===== config.mk =====
export PLATFORM = sky130hd
export DESIGN_NAME = odometer_scan_host_flat
export DESIGN_NICKNAME = d
export VERILOG_FILES = /design/src/rtl/odometer_scan_pkg.sv /design/src/rtl/odometer_scan_host_if.sv /design/src/rtl/odometer_scan_phase.sv /design/src/rtl/odometer_scan_host.sv /design/src/flat_wrapper.sv
export SDC_FILE = /design/constraint.sdc
export NUM_CORES = 1
export LEC_CHECK = 0
export BUFFER_PORTS_ARGS = -buffer_cell sky130_fd_sc_hd__buf_2
export CORE_MARGIN = 2
export CORE_UTILIZATION = 57
export CTS_CLUSTER_DIAMETER = 60
export DETAILED_ROUTE_END_ITERATION = 12
export PLACE_DENSITY = 0.88
export RECOVER_POWER = 100
export SLEW_MARGIN = 0
export SYNTH_ARGS = -nofsm -noshare
export SYNTH_HDL_FRONTEND = slang
export SYNTH_SLANG_ARGS = --single-unit

===== constraint.sdc =====
create_clock -name i_clk -period 2.8 [get_ports i_clk]
set_input_delay 0.56 -clock i_clk [delete_from_list [all_inputs] [get_ports i_clk]]
set_output_delay 0.56 -clock i_clk [all_outputs]
set_load 0.005 [all_outputs]

===== src/rtl/odometer_scan_pkg.sv =====
// Shared definitions for the odometer test-chip scan host: command opcodes,
// FSM state encoding and the command data width.
package odometer_scan_pkg;

  localparam int CMD_DATA_W = 16;

  typedef enum logic [1:0] {
    OP_WRITE      = 2'b00,
    OP_MEASURE    = 2'b01,
    OP_READ       = 2'b10,
    OP_CHIP_RESET = 2'b11
  } op_e;

  typedef enum logic [2:0] {
    IDLE      = 3'd0,
    SHIFT_IN  = 3'd1,
    LOAD_P    = 3'd2,
    MEAS      = 3'd3,
    SHIFT_OUT = 3'd4,
    RSP       = 3'd5,
    CHIPRST   = 3'd6
  } state_e;

endpackage


===== src/rtl/odometer_scan_host_if.sv =====
// Command / response handshake between the host register bank (master) and
// the odometer scan host (slave).
interface odometer_scan_host_if
  import odometer_scan_pkg::*;
#(
  parameter int DOUT_W = 32
);

  logic                  cmd_valid;
  logic                  cmd_ready;
  op_e                   cmd_op;
  logic [CMD_DATA_W-1:0] cmd_data;
  logic                  rsp_valid;
  logic                  rsp_ready;
  logic [DOUT_W-1:0]     rsp_data;

  modport master (
    output cmd_valid, cmd_op, cmd_data, rsp_ready,
    input  cmd_ready, rsp_valid, rsp_data
  );

  modport slave (
    input  cmd_valid, cmd_op, cmd_data, rsp_ready,
    output cmd_ready, rsp_valid, rsp_data
  );

endinterface


===== src/rtl/odometer_scan_phase.sv =====
// Scan bit-period divider. A period is DIV low cycles followed by DIV high
// cycles. o_sample marks the last low cycle (the scan clock rises after it),
// o_period_end marks the last high cycle (the next bit starts after it).
module odometer_scan_phase #(
  parameter int DIV = 4
) (
  input  logic i_clk,
  input  logic i_reset,
  input  logic i_start,
  input  logic i_clear,
  output logic o_sample,
  output logic o_period_end
);

  localparam int                CNT_W = (DIV > 1) ? $clog2(DIV) : 1;
  localparam logic [CNT_W-1:0] LAST  = CNT_W'(DIV - 1);

  logic             r_run;
  logic             r_high;
  logic [CNT_W-1:0] r_cnt;

  // Phase counter: runs from start until cleared, toggling phase every DIV cycles.
  always_ff @(posedge i_clk) begin
    if (i_reset || i_clear) begin
      r_run  <= 1'b0;
      r_high <= 1'b0;
      r_cnt  <= '0;
    end else if (i_start) begin
      r_run  <= 1'b1;
      r_high <= 1'b0;
      r_cnt  <= '0;
    end else if (r_run) begin
      if (r_cnt == LAST) begin
        r_cnt  <= '0;
        r_high <= ~r_high;
      end else begin
        r_cnt <= r_cnt + 1'b1;
      end
    end
  end

  assign o_sample     = r_run && !r_high && (r_cnt == LAST);
  assign o_period_end = r_run &&  r_high && (r_cnt == LAST);

endmodule


===== src/rtl/odometer_scan_host.sv =====
// Odometer test-chip scan host: turns WRITE / MEASURE / READ / CHIP_RESET
// commands into phased scan clocks, LOAD, MEAS_TRIG and RESETB pin activity.
// Every pin and handshake output comes straight from a flop.
// Optional build macro: SCANIN_CHECK_EN enables the scan-in loopback check
// (shadow of the last written word compared with the chain tail, sticky CHK_ERR).
module odometer_scan_host
  import odometer_scan_pkg::*;
#(
  parameter int CFG_W  = 8,
  parameter int DOUT_W = 32,
  parameter int DIV    = 4
) (
  input  logic                 i_clk,
  input  logic                 i_reset,
  odometer_scan_host_if.slave  bus,
  output logic                 o_busy,
  output logic                 o_chk_err,
  output logic                 o_scanin_din,
  output logic                 o_scanin_clk,
  output logic                 o_load,
  output logic                 o_meas_trig,
  output logic                 o_scanout_clk,
  output logic                 o_resetb,
  input  logic                 i_scanout_dout,
  input  logic                 i_scanin_dout
);

  localparam int MAX_W = (CFG_W > DOUT_W) ? CFG_W : DOUT_W;
  localparam int BIT_W = $clog2(MAX_W + 1);

  state_e                r_state, w_state_nxt;
  logic                  r_cmd_ready, r_busy, r_rsp_valid;
  logic [DOUT_W-1:0]     r_rsp_data, w_rsp_data_nxt;
  logic                  r_din, r_sin_clk, r_sout_clk, r_load, r_trig, r_resetb;
  logic                  w_din_nxt, w_sin_clk_nxt, w_sout_clk_nxt, w_load_nxt, w_trig_nxt, w_resetb_nxt;
  logic                  w_rsp_valid_nxt;
  logic [CMD_DATA_W-1:0] r_cnt, w_cnt_nxt;
  logic [BIT_W-1:0]      r_bit, w_bit_nxt;
  logic [CFG_W-1:0]      r_cfg, w_cfg_nxt, w_cfg_shift;
  logic [DOUT_W-1:0]     r_dout_sreg, w_dout_nxt;
  logic                  w_accept, w_sample, w_period_end, w_last_in, w_last_out;
  logic                  w_phase_start, w_phase_clear;

  assign w_accept    = (r_state == IDLE) && bus.cmd_valid;
  assign w_last_in   = (r_bit == BIT_W'(CFG_W - 1));
  assign w_last_out  = (r_bit == BIT_W'(DOUT_W - 1));
  assign w_cfg_shift = r_cfg << 1;

  odometer_scan_phase #(.DIV(DIV)) u_phase (
    .i_clk        (i_clk),
    .i_reset      (i_reset),
    .i_start      (w_phase_start),
    .i_clear      (w_phase_clear),
    .o_sample     (w_sample),
    .o_period_end (w_period_end)
  );

  // State register.
  // NOTE: clocked state uses non-blocking assignments so every flop samples
  // pre-edge values; blocking here would create order-dependent races.
  always_ff @(posedge i_clk) begin
    if (i_reset) r_state <= IDLE;
    else         r_state <= w_state_nxt;
  end

  // Next-state decode from the current state, accepted command and phase strobes.
  // NOTE: every combinational output gets a default first so no path leaves it
  // unassigned, which would otherwise infer a latch.
  always_comb begin
    w_state_nxt = r_state;
    case (r_state)
      IDLE: begin
        if (w_accept) begin
          case (bus.cmd_op)
            OP_WRITE:   w_state_nxt = SHIFT_IN;
            OP_MEASURE: w_state_nxt = MEAS;
            OP_READ:    w_state_nxt = SHIFT_OUT;
            default:    w_state_nxt = CHIPRST;
          endcase
        end
      end
      SHIFT_IN:  if (w_period_end && w_last_in)  w_state_nxt = LOAD_P;
      LOAD_P:    if (r_cnt == '0)                w_state_nxt = IDLE;
      MEAS:      if (r_cnt <= CMD_DATA_W'(1))    w_state_nxt = IDLE;
      SHIFT_OUT: if (w_period_end && w_last_out) w_state_nxt = RSP;
      RSP:       if (bus.rsp_ready)              w_state_nxt = IDLE;
      CHIPRST:   if (r_cnt <= CMD_DATA_W'(1))    w_state_nxt = IDLE;
      default:   w_state_nxt = IDLE;
    endcase
  end

  // Output and datapath next values; pins change on the same edge as the state.
  always_comb begin
    w_din_nxt       = r_din;
    w_sin_clk_nxt   = r_sin_clk;
    w_sout_clk_nxt  = r_sout_clk;
    w_load_nxt      = r_load;
    w_trig_nxt      = r_trig;
    w_resetb_nxt    = r_resetb;
    w_rsp_valid_nxt = r_rsp_valid;
    w_rsp_data_nxt  = r_rsp_data;
    w_cnt_nxt       = r_cnt;
    w_bit_nxt       = r_bit;
    w_cfg_nxt       = r_cfg;
    w_dout_nxt      = r_dout_sreg;
    w_phase_start   = 1'b0;
    w_phase_clear   = 1'b0;
    case (r_state)
      IDLE: begin
        if (w_accept) begin
          w_bit_nxt = '0;
          case (bus.cmd_op)
            OP_WRITE: begin
              w_cfg_nxt     = bus.cmd_data[CFG_W-1:0];
              w_din_nxt     = bus.cmd_data[CFG_W-1];
              w_phase_start = 1'b1;
            end
            OP_MEASURE: begin
              w_cnt_nxt  = bus.cmd_data;
              w_trig_nxt = (bus.cmd_data != '0);
            end
            OP_READ: begin
              w_dout_nxt    = '0;
              w_phase_start = 1'b1;
            end
            default: begin
              w_cnt_nxt    = CMD_DATA_W'(2 * DIV);
              w_resetb_nxt = 1'b0;
            end
          endcase
        end
      end
      SHIFT_IN: begin
        if (w_sample) w_sin_clk_nxt = 1'b1;
        if (w_period_end) begin
          w_sin_clk_nxt = 1'b0;
          if (w_last_in) begin
            w_phase_clear = 1'b1;
            w_din_nxt     = 1'b0;
            w_load_nxt    = 1'b1;
            w_cnt_nxt     = CMD_DATA_W'(DIV);
          end else begin
            w_cfg_nxt = w_cfg_shift;
            w_din_nxt = w_cfg_shift[CFG_W-1];
            w_bit_nxt = r_bit + 1'b1;
          end
        end
      end
      LOAD_P: begin
        // LOAD spans DIV cycles; one more cycle then returns to IDLE.
        if (r_cnt != '0) begin
          w_cnt_nxt = r_cnt - 1'b1;
          if (r_cnt == CMD_DATA_W'(1)) w_load_nxt = 1'b0;
        end
      end
      MEAS: begin
        if (r_cnt > CMD_DATA_W'(1)) begin
          w_cnt_nxt = r_cnt - 1'b1;
        end else begin
          w_cnt_nxt  = '0;
          w_trig_nxt = 1'b0;
        end
      end
      SHIFT_OUT: begin
        if (w_sample) begin
          w_sout_clk_nxt = 1'b1;
          w_dout_nxt     = DOUT_W'({r_dout_sreg, i_scanout_dout});
        end
        if (w_period_end) begin
          w_sout_clk_nxt = 1'b0;
          if (w_last_out) begin
            w_phase_clear   = 1'b1;
            w_rsp_valid_nxt = 1'b1;
            w_rsp_data_nxt  = r_dout_sreg;
          end else begin
            w_bit_nxt = r_bit + 1'b1;
          end
        end
      end
      RSP: begin
        if (bus.rsp_ready) w_rsp_valid_nxt = 1'b0;
      end
      CHIPRST: begin
        if (r_cnt > CMD_DATA_W'(1)) begin
          w_cnt_nxt = r_cnt - 1'b1;
        end else begin
          w_cnt_nxt    = '0;
          w_resetb_nxt = 1'b1;
        end
      end
      default: ;
    endcase
  end

  // Output and datapath registers; reset puts every pin at its idle level.
  always_ff @(posedge i_clk) begin
    if (i_reset) begin
      r_cmd_ready <= 1'b1;
      r_busy      <= 1'b0;
      r_rsp_valid <= 1'b0;
      r_rsp_data  <= '0;
      r_din       <= 1'b0;
      r_sin_clk   <= 1'b0;
      r_sout_clk  <= 1'b0;
      r_load      <= 1'b0;
      r_trig      <= 1'b0;
      r_resetb    <= 1'b1;
      r_cnt       <= '0;
      r_bit       <= '0;
      r_cfg       <= '0;
      r_dout_sreg <= '0;
    end else begin
      r_cmd_ready <= (w_state_nxt == IDLE);
      r_busy      <= (w_state_nxt != IDLE);
      r_rsp_valid <= w_rsp_valid_nxt;
      r_rsp_data  <= w_rsp_data_nxt;
      r_din       <= w_din_nxt;
      r_sin_clk   <= w_sin_clk_nxt;
      r_sout_clk  <= w_sout_clk_nxt;
      r_load      <= w_load_nxt;
      r_trig      <= w_trig_nxt;
      r_resetb    <= w_resetb_nxt;
      r_cnt       <= w_cnt_nxt;
      r_bit       <= w_bit_nxt;
      r_cfg       <= w_cfg_nxt;
      r_dout_sreg <= w_dout_nxt;
    end
  end

`ifdef SCANIN_CHECK_EN
  logic [CFG_W-1:0] r_shadow, r_word, r_echo;
  logic             r_chk_err;

  // Compare the chain tail against the previously loaded word; mismatches are sticky.
  // NOTE: the shadow is explicitly reset because its contents are compared
  // on the very first WRITE; an unreset shadow would flag random errors.
  always_ff @(posedge i_clk) begin
    if (i_reset) begin
      r_shadow  <= '0;
      r_word    <= '0;
      r_echo    <= '0;
      r_chk_err <= 1'b0;
    end else begin
      if (w_accept && bus.cmd_op == OP_WRITE) begin
        r_word <= bus.cmd_data[CFG_W-1:0];
        r_echo <= r_shadow;
      end
      if (r_state == SHIFT_IN && w_sample) begin
        if (i_scanin_dout != r_echo[CFG_W-1]) r_chk_err <= 1'b1;
        r_echo <= r_echo << 1;
      end
      if (r_state == SHIFT_IN && w_state_nxt == LOAD_P) r_shadow <= r_word;
    end
  end

  assign o_chk_err = r_chk_err;
`else
  logic w_unused_scanin_dout;
  assign w_unused_scanin_dout = i_scanin_dout;
  assign o_chk_err            = 1'b0;
`endif

  assign bus.cmd_ready = r_cmd_ready;
  assign bus.rsp_valid = r_rsp_valid;
  assign bus.rsp_data  = r_rsp_data;
  assign o_busy        = r_busy;
  assign o_scanin_din  = r_din;
  assign o_scanin_clk  = r_sin_clk;
  assign o_scanout_clk = r_sout_clk;
  assign o_load        = r_load;
  assign o_meas_trig   = r_trig;
  assign o_resetb      = r_resetb;

endmodule


===== src/flat_wrapper.sv =====
// flat-port wrapper written by rule: the top's interface ports become plain ports
module odometer_scan_host_flat import odometer_scan_pkg::*;
#(
  parameter int CFG_W  = 8,
  parameter int DOUT_W = 32,
  parameter int DIV    = 4
)
  (i_clk, i_reset, o_busy, o_chk_err, o_scanin_din, o_scanin_clk, o_load, o_meas_trig, o_scanout_clk, o_resetb, i_scanout_dout, i_scanin_dout, bus_cmd_valid, bus_cmd_op, bus_cmd_data, bus_rsp_ready, bus_cmd_ready, bus_rsp_valid, bus_rsp_data);
  odometer_scan_host_if #(.DOUT_W(DOUT_W)) bus_i ();
  input  logic i_clk;
  input  logic i_reset;
  output logic o_busy;
  output logic o_chk_err;
  output logic o_scanin_din;
  output logic o_scanin_clk;
  output logic o_load;
  output logic o_meas_trig;
  output logic o_scanout_clk;
  output logic o_resetb;
  input  logic i_scanout_dout;
  input  logic i_scanin_dout;
  input wire logic [$bits(bus_i.cmd_valid)-1:0] bus_cmd_valid;
  input wire logic [$bits(bus_i.cmd_op)-1:0] bus_cmd_op;
  input wire logic [$bits(bus_i.cmd_data)-1:0] bus_cmd_data;
  input wire logic [$bits(bus_i.rsp_ready)-1:0] bus_rsp_ready;
  output wire logic [$bits(bus_i.cmd_ready)-1:0] bus_cmd_ready;
  output wire logic [$bits(bus_i.rsp_valid)-1:0] bus_rsp_valid;
  output wire logic [$bits(bus_i.rsp_data)-1:0] bus_rsp_data;
  assign bus_i.cmd_valid = bus_cmd_valid;
  assign bus_i.cmd_op = bus_cmd_op;
  assign bus_i.cmd_data = bus_cmd_data;
  assign bus_i.rsp_ready = bus_rsp_ready;
  assign bus_cmd_ready = bus_i.cmd_ready;
  assign bus_rsp_valid = bus_i.rsp_valid;
  assign bus_rsp_data = bus_i.rsp_data;
  odometer_scan_host #(.CFG_W(CFG_W), .DOUT_W(DOUT_W), .DIV(DIV)) u_core (.i_clk(i_clk), .i_reset(i_reset), .bus(bus_i), .o_busy(o_busy), .o_chk_err(o_chk_err), .o_scanin_din(o_scanin_din), .o_scanin_clk(o_scanin_clk), .o_load(o_load), .o_meas_trig(o_meas_trig), .o_scanout_clk(o_scanout_clk), .o_resetb(o_resetb), .i_scanout_dout(i_scanout_dout), .i_scanin_dout(i_scanin_dout));
endmodule

# After elaboration in Yosys (flattened, before gate mapping)
# Cells that the tools add are included.
[totals] reg_bits=109 in_bits=24
[op_classes] reduce_logical=42 n_addsub=3 n_lt_le_gt_ge=2 eq_ne=30 bitwise=1 mux=63
[ops] op="$mux 32" n=3
[ops] op="$mux 16" n=5
[ops] op="$pmux 16 s4" n=1
[ops] op="$pmux 32 s2" n=1
[ops] op="$pmux 16 s2" n=1
[ops] op="$reduce_bool 16->1" n=2
[ops] op="$mux 6" n=5
[ops] op="$mux 7" n=4
[ops] op="$mux 1" n=26
[ops] op="$ne 2x2->1 const B" n=11
[ops] op="$reduce_and 4->1" n=5
[ops] op="$mux 3" n=6
[ops] op="$pmux 3 s6" n=1
[ops] op="$pmux 6 s3" n=1
[ops] op="$eq 16x1->1 const B" n=1
[ops] op="$gt 16x1->1 const B" n=1
[ops] op="$le 16x1->1 const B" n=1
[ops] op="$logic_not 16->1" n=1
[ops] op="$sub 16x1->16 const B" n=1
[ops] op="$ne 2x1->1 const B" n=7
[ops] op="$pmux 7 s2" n=1
[ops] op="$reduce_bool 2->1" n=7
[ops] op="$pmux 1 s2" n=6
[ops] op="$reduce_and 6->1" n=2
[ops] op="24 further kinds" n=41

# Longest topological paths before layout
# Gate-level depths: netlist of run 1.
[depth] depth_word=6 ltp_mapped=9 mapped_depth_nobuf=8

# Hierarchy
# A second synthesis of run 1 with hierarchy kept.
[hier_totals] hier_cells=640 hier_area_um2=5300.1
[modules_own_cells] module="odometer_scan_host" cells_per_inst=619 area_each_um2=5098.6 seq_area_each_um2=2102.0 instances=1
[modules_own_cells] module="odometer_scan_phase" cells_per_inst=21 area_each_um2=201.4 seq_area_each_um2=80.1 instances=1

# Least setup slack after synthesis of run 1
# OpenSTA, ideal clock, no wires.
[synth_path] kind="register to register" startpoint="register u_core.r_bit[0]" endpoint="register u_core.r_cnt[11]" n_path_buf=2 setup_time_ns=0.140 t_arrival_ns=1.855 path_slack_ns=0.805 stages_incl_launch_ff=10 path_cell_list="dfxtp_1 > ha_1 > nand3b_2 > o41ai_2 > a22oi_1 > a41o_1 > buf_4 > buf_6 > a21oi_1 > o32ai_2"
[synth_between] elab_chain_cells=3
[synth_rtl] item="from (decl)" line_no="odometer_scan_host.sv:38" source="logic [BIT_W-1:0] r_bit, w_bit_nxt;"
[synth_rtl] item="from (signal assigned)" line_no="odometer_scan_host.sv:224" source="r_bit <= w_bit_nxt;"
[synth_rtl] item="$eq 6x3->1" line_no="odometer_scan_host.sv:45" source="assign w_last_in = (r_bit == BIT_W'(CFG_W - 1));"
[synth_rtl] item="$ne 2x1->1 (no line)"
[synth_rtl] item="$reduce_and 6->1 (no line)"
[synth_rtl] item="to (signal assigned)" line_no="odometer_scan_host.sv:223" source="r_cnt <= w_cnt_nxt;"
[synth_rtl] item="to (decl)" line_no="odometer_scan_host.sv:37" source="logic [CMD_DATA_W-1:0] r_cnt, w_cnt_nxt;"
# No other way between the ends.
# A chain may end at the register's enable or synchronous reset.

# Worst setup path after layout of run 1
[layout_path] startpoint="register u_core.r_state[0]" endpoint="register u_core.r_bit[5]"
[layout_between] elab_chain_cells=4 elab_cells_between_ends=12 classes_between="eq/ne: 7; mux: 1; reduce/logical: 4"
[layout_rtl] item="from (decl)" line_no="odometer_scan_host.sv:31" source="state_e r_state, w_state_nxt;"
[layout_rtl] item="from (signal assigned)" line_no="odometer_scan_host.sv:63" source="else r_state <= w_state_nxt;"
[layout_rtl] item="$logic_not 3->1" line_no="odometer_scan_host.sv:44, odometer_scan_host.sv:108"
[layout_rtl] item="$logic_and 1x1->1" line_no="odometer_scan_host.sv:44" source="assign w_accept = (r_state == IDLE) && bus.cmd_valid;"
[layout_rtl] item="$ne 2x1->1 (no line)"
[layout_rtl] item="$reduce_and 6->1 (no line)"
# Several ways; a longest one is shown, not always the timed one.

==> out/results.tsv, run 1 <==
metric	value	unit
number of antenna repair diodes	0	
Die X	97.6	um
total wirelength of the detailed-routed design	11900	um
via count of the first global-routing pass	4365	
status	complete, no violations	
number of buffers inserted by hold repair at cts	0	
DRC	0	
final hold vios	0	
RSZ-0062 raised after global routing	no	
clock insertion delay at the later pin of the skew report	400	ps
Yosys reg bits	109	
maximum number of pins on one net before global-route repair	35	
Cells after Synth	617	
worst slew margin relative to its limit	0.472	
count of nets left with antenna violations after detail routing	0	
worst min-delay path endpoint	u_core.r_dout_sreg[0]	
period utilisation layout	0.879	
deepest level of the CTS H-tree	3	
die boundary height	97.6	um
worst slack, placed	579	ps
register-to-register setup slack	340	ps
Post-CTS Resized	0	
clock skew	18.3	ps
CTS tree	done	
total clock sinks	109	
smallest setup slack after layout	338	ps
placed wire-length estimate	8150	um
max-cap check violation count	0	
area of the die	9530	um2
routed via count	4677	
Final setup violation count	0	
portion of the post-synthesis area used by sequential elements	0.437	
post-DR wirelength/cell	15.4	um
row count	34	
CTS Buf Count	9	
origin of the worst min-delay path	i_scanout_dout	
number of antenna violations at the first check in global routing	0	
total global-route track usage	0.254	
initial core utilization	0.582	
routed via count divided by cell count	6.05	
Tmin final	2460	ps
Final #Nets	689	
number of warnings reported in the yosys synthesis log	0	
area added between synthesis and finish	9.64	%
leakage dissipation	1.97	nW
endpoint of the worst-slack reg-to-reg timing path	u_core.r_bit[5]	
total gr overflow	0	
most instantiated flip-flop cell in the synthesis netlist	dfxtp_1	
highest clock frequency the design can meet	406	MHz
number of cells on the worst reg-to-reg path	7	
DRC violation total after the first TritonRoute iteration	356	
Total Negative Setup Slacks	0	ps
# IOs	66	
kind of start point of the critical path	flip-flop	
count of flip-flops with a built-in enable after synthesis	0	
quantity of I/O buffers inserted on ports	63	
Crit path required time	3120	ps
post-synthesis async set-or-reset flop share	0	
worst hold path type	in2reg	
post-synthesis area per instance	8.10	um2
Unique masters post-synth	70	
type of the setup path with the least slack	reg2reg	
cell count of the worst hold path	3	
net count after synthesis	646	
final weighted congestion of routability-driven global placement	0.902	
type of element capturing the critical path	flip-flop	
launch point of the worst reg-to-reg path	u_core.r_state[0]	
largest driver fanout on the critical path	11	
CTS max path bufs	2	
CP arrival	2780	ps
Initial DRT Pass Iterations	5	
peak ir drop on the vdd network	0.380	mV
area of the core	8590	um2
summed instance area of the synthesized netlist	5000	um2
count of filler cells inserted in the layout	755	
number of buffers inserted to repair setup after CTS	0	
wire length of the first global-routing pass	20100	um
max-slew violations	0	
share of post-route cells with drive strength above 1	0.147	
power per cell area	619	nW/um2
Clock transition at path regs	110	ps
slew at the pin with the worst max-slew slack	790	ps
total power consumption of the routed design	0.00339	W
cell chosen for the clock root	clkbuf_8	
[worst max-delay path, cell delays in order, from the launching register on]
cell      delay, ps
dfxtp_1         380
clkbuf_1        280
nor2_1          440
a22oi_1         240
a311oi_4        440
nand4_2         170
or3_1           320
a21oi_1         130
[final cells by class]
type | instances | area [um2] | share of cell area
Clock buffer | 9 | 124 | 0.0226
Tap cell | 108 | 135 | 0.0247
Sequential cell | 109 | 2180 | 0.398
Clock inverter | 7 | 93.8 | 0.0171
Timing Repair Buffer | 77 | 394 | 0.0719
Inverter | 10 | 37.5 | 0.00685
Multi-Input combinational cell | 453 | 2510 | 0.459
[worst max-delay path by stage]
stage                                  from               end  cells after the start
after detailed placement  u_core.r_state[0]   u_core.r_bit[5]                      7
after CTS                   u_core.r_bit[0]   u_core.r_cnt[7]                      8
after global placement      u_core.r_bit[0]   u_core.r_cnt[7]                      8
after floorplan             u_core.r_bit[0]  u_core.r_cnt[11]                      9
after global routing      u_core.r_state[0]   u_core.r_bit[5]                      7
final                     u_core.r_state[0]   u_core.r_bit[5]                      7
[stage by stage]
stage          cells  hold WS (ps)   util  instance area (um2)
2_1_floorplan    617           432      -                 5000
3_3_place_gp     757           439  0.621                 5340
3_5_place_dp     757           444  0.621                 5340
4_1_cts          773           439  0.647                 5560
5_1_grt          773           431  0.638                 5480
6_report         773           438  0.638                 5480
[flip-flops by register name (all words and copies together), names as in the netlist]
signal	flops
u_core.bus.cmd_ready	1
u_core.bus.rsp_data	32
u_core.bus.rsp_valid	1
u_core.o_busy	1
u_core.o_load	1
u_core.o_meas_trig	1
u_core.o_resetb	1
u_core.o_scanin_clk	1
u_core.o_scanin_din	1
u_core.o_scanout_clk	1
u_core.r_bit	6
u_core.r_cfg	7
u_core.r_cnt	16
u_core.r_dout_sreg	32
u_core.r_state	3
u_core.u_phase.r_cnt	2
u_core.u_phase.r_high	1
u_core.u_phase.r_run	1
[Yosys cell counts (3+ instances only)]
cell      instances  area [um2]
a22oi_1           5        37.5
nand4_1           6        37.5
dfxtp_1         109        2180
nor2b_1           3        18.8
inv_1             9        33.8
o31a_1            3        26.3
and2_1            6        37.5
a32oi_1           6        52.6
nand2b_1          6        37.5
ha_1              5        62.6
buf_2            11        55.1
nor2_1           38         143
a311oi_1          7        61.3
o211ai_1          3        22.5
o21ai_0           7        35.0
xor2_1            5        43.8
buf_6             4        45.0
o32ai_2           7         114
a21oi_1          86         430
nand2_1         137         514
clkbuf_1         26        97.6
nand3_1          43         215
a211oi_1          6        45.0
and3_1            3        18.8
nor3_1            5        25.0
o21ai_1           5        25.0
or3_1             4        25.0
nor4_1            4        25.0
o32ai_1           3        26.3
[cell usage in the layout, fill, tap and decap left out, types with 7 or more instances in the layout]
cell	synthesis	routed
a311oi_1	7	7
a21oi_1	86	86
o21ai_0	7	9
inv_1	9	9
clkbuf_8	0	9
nand3_1	43	44
nand2_1	137	137
clkbuf_1	26	15
nor2_1	38	38
buf_4	2	11
dfxtp_1	109	109
buf_2	11	49
[kinds of logic after synthesis]
group,share of synthesized area
compound gates,0.230
xor+xnor,0.0123
fa+ha+maj,0.0125
buf+inv,0.0523
flops,0.437
mux,0.00401
other cells,0.000750
simple gates,0.252
[metal layers]
| layer | vias to the layer above | wire length, um | track usage |
|---|---|---|---|
| li1 | 2261 | - | - |
| met2 | 178 | 5740 | 0.411 |
| met4 | 0 | 234 | 0.0972 |
| met1 | 2213 | 5100 | 0.331 |
| met3 | 25 | 829 | 0.0583 |
| met5 | - | 0 | 0 |
[power by group]
group	switching [W]	internal, W	leakage, nW
combinational	0.000476	0.000257	0.976
sequential	0.0000543	0.00160	0.881
clock	0.000633	0.000371	0.108
total	0.00116	0.00223	1.97
Power figures use the tool's default switching activity.
==> run 2: changes to the inputs <==
CORE_UTILIZATION = 40   (was 57)
PLACE_DENSITY = 0.68   (was 0.88)
clock period = 3 ns   (was 2.8 ns; I/O delays follow)
==> run 2 against run 1 <==
Net effect:
- final cell count up 7.5%
- core utilization down 17 points
- die area up 41%
- via count down 4.1%
- worst setup slack better by 150 ps
- final area up 2.9%
- critical path depth up 1
- count of clock-buffer cells in the layout up 1
- clock power up 22%
- power up 1.2%
- combinational power down 9.3%
- critical path type unchanged
- critical endpoint is now u_core.bus.rsp_data[20]
- largest cell class unchanged
==> out/results.tsv, run 2 (synthesis results as in run 1) <==
metric	value	unit	change
row count	40		+18%
smallest setup slack after layout	483	ps	+145 ps
cell chosen for the clock root	clkbuf_16		
Clock transition at path regs	70	ps	-40 ps
area added between synthesis and finish	12.8	%	
total gr overflow	0		unchanged
leakage dissipation	1.97	nW	+0.14%
# IOs	66		unchanged
power per cell area	609	nW/um2	-1.6%
die boundary height	116	um	+19%
largest driver fanout on the critical path	33		+22
DR WL met2	5430	um	-5.5%
placed wire-length estimate	7980	um	-2.0%
area of the multi-input gates	2520	um2	+0.30%
share of the core filled with cells	0.465		-0.172
Tmin final	2520	ps	+54.5 ps
highest clock frequency the design can meet	397	MHz	-2.2%
minimum hold slack	454	ps	+16.1 ps
area of the die	13400	um2	+41%
worst slew margin relative to its limit	0.477		+0.00505
type of element capturing the critical path	flip-flop		
deepest level of the CTS H-tree	3		unchanged
Final setup violation count	0		unchanged
period utilisation layout	0.839		-0.0404
RSZ-0062 raised after global routing	no		
routed via count divided by cell count	5.40		-11%
status	complete, no violations		
peak ir drop on the vdd network	0.558	mV	+47%
final weighted congestion of routability-driven global placement	0.893		-0.94%
maximum number of pins on one net before global-route repair	96		+170%
total global-route track usage	0.179		-0.0750
total wirelength of the detailed-routed design	11600	um	-2.3%
area of the core	12100	um2	+41%
wire length of the first global-routing pass	19300	um	-4.4%
clock insertion delay at the later pin of the skew report	350	ps	-50 ps
quantity of I/O buffers inserted on ports	63		unchanged
CTS tree	done		
max layer used	met4		
register-to-register setup slack	480	ps	+150 ps
final hold vios	0		unchanged
routed wire length on met3	519	um	-37%
DRC violation total after the first TritonRoute iteration	367		+3.1%
Crit path required time	3280	ps	+160 ps
commonest non-fill, non-tap cell in the layout	nand2_1		
highest-count cells in the layout ignoring fill and taps	137 x nand2_1, 109 x dfxtp_1, 86 x a21oi_1		
routed via count	4485		-4.1%
initial core utilization	0.413		-0.169
DRC	0		unchanged
post-DR wirelength/cell	14.0	um	-9.2%
kind of start point of the critical path	flip-flop		
total power consumption of the routed design	0.00343	W	+1.2%
CP arrival	2800	ps	+20 ps
Met1 Routed Length	5460	um	+7.1%
max-slew violations	0		unchanged
max-cap check violation count	0		unchanged
number of antenna violations at the first check in global routing	0		unchanged
type of the setup path with the least slack	reg2reg		
CTS max path bufs	2		unchanged
Initial DRT Pass Iterations	5		unchanged
number of buffers inserted to repair setup after CTS	0		unchanged
total clock sinks	109		unchanged
number of antenna repair diodes	0		unchanged
count of nets left with antenna violations after detail routing	0		unchanged
clock skew	9.31	ps	-9.02 ps
Post-CTS Resized	0		unchanged
CTS Buf Count	9		unchanged
Final #Nets	687		-0.29%
via count of the first global-routing pass	4013		-8.1%
Total Negative Setup Slacks	0	ps	unchanged
Die X	116	um	+19%
count of filler cells inserted in the layout	1239		+64%
worst hold path type	reg2reg		
footprint of the flip-flops and latches	2180	um2	unchanged
share of post-route cells with drive strength above 1	0.134		-0.0131
number of buffers inserted by hold repair at cts	0		unchanged
worst slack, placed	697	ps	+119 ps
slew at the pin with the worst max-slew slack	783	ps	-7.57 ps
-- run 2: cell types whose count changed in the layout (fill, tap and decap cells not counted), moves of 4 or more --
cell,previous run,this run
clkbuf_1,15,23
clkbuf_16,0,9
buf_2,49,41
clkbuf_8,9,0
buf_4,11,7
-- run 2: final timing paths --
path | startpoint | endpoint | cells past startpoint
setup / recovery | u_core.r_state[0] | u_core.bus.rsp_data[20] | 8
hold / removal | u_core.bus.rsp_data[9] | u_core.bus.rsp_data[9] | 2
setup reg to reg | u_core.r_state[0] | u_core.bus.rsp_data[20] | 8
hold reg to reg | u_core.bus.rsp_data[9] | u_core.bus.rsp_data[9] | 2
-- run 2: worst max-delay path, stage by stage (launching register included) --
cell	delay (ps)
dfxtp_1	410
buf_4	240
or2_2	330
nor2_2	160
buf_4	250
and3_2	210
clkbuf_2	510
nand2_1	160
a21oi_1	160
-- run 2: through the flow --
stage	area [um2]	instances
final	5640	831
after global routing	5640	831
after CTS	5720	831
after detailed placement	5410	815
after global placement	5410	815
after floorplan	5000	617
-- run 2: cell type report --
class,count,share of cell area
timing repair buffer,75,0.0675
clock inverter,6,0.0135
tap,168,0.0373
sequential,109,0.387
inverter,10,0.00666
multi-input combinational,453,0.447
clock buffer,10,0.0406
-- run 2: metal layers --
layer / vias to the layer above / global-route usage
met5: - / 0
met4: 0 / 0.0754
met3: 18 / 0.0329
met2: 128 / 0.281
met1: 2081 / 0.242
li1: 2258 / -
-- run 2: power breakdown --
| part | internal (W) | total (W) | switching, W |
|---|---|---|---|
| combinational | 0.000235 | 0.000665 | 0.000430 |
| clock | 0.000665 | 0.00122 | 0.000558 |
| sequential | 0.00149 | 0.00154 | 0.0000510 |
| total | 0.00239 | 0.00343 | 0.00104 |
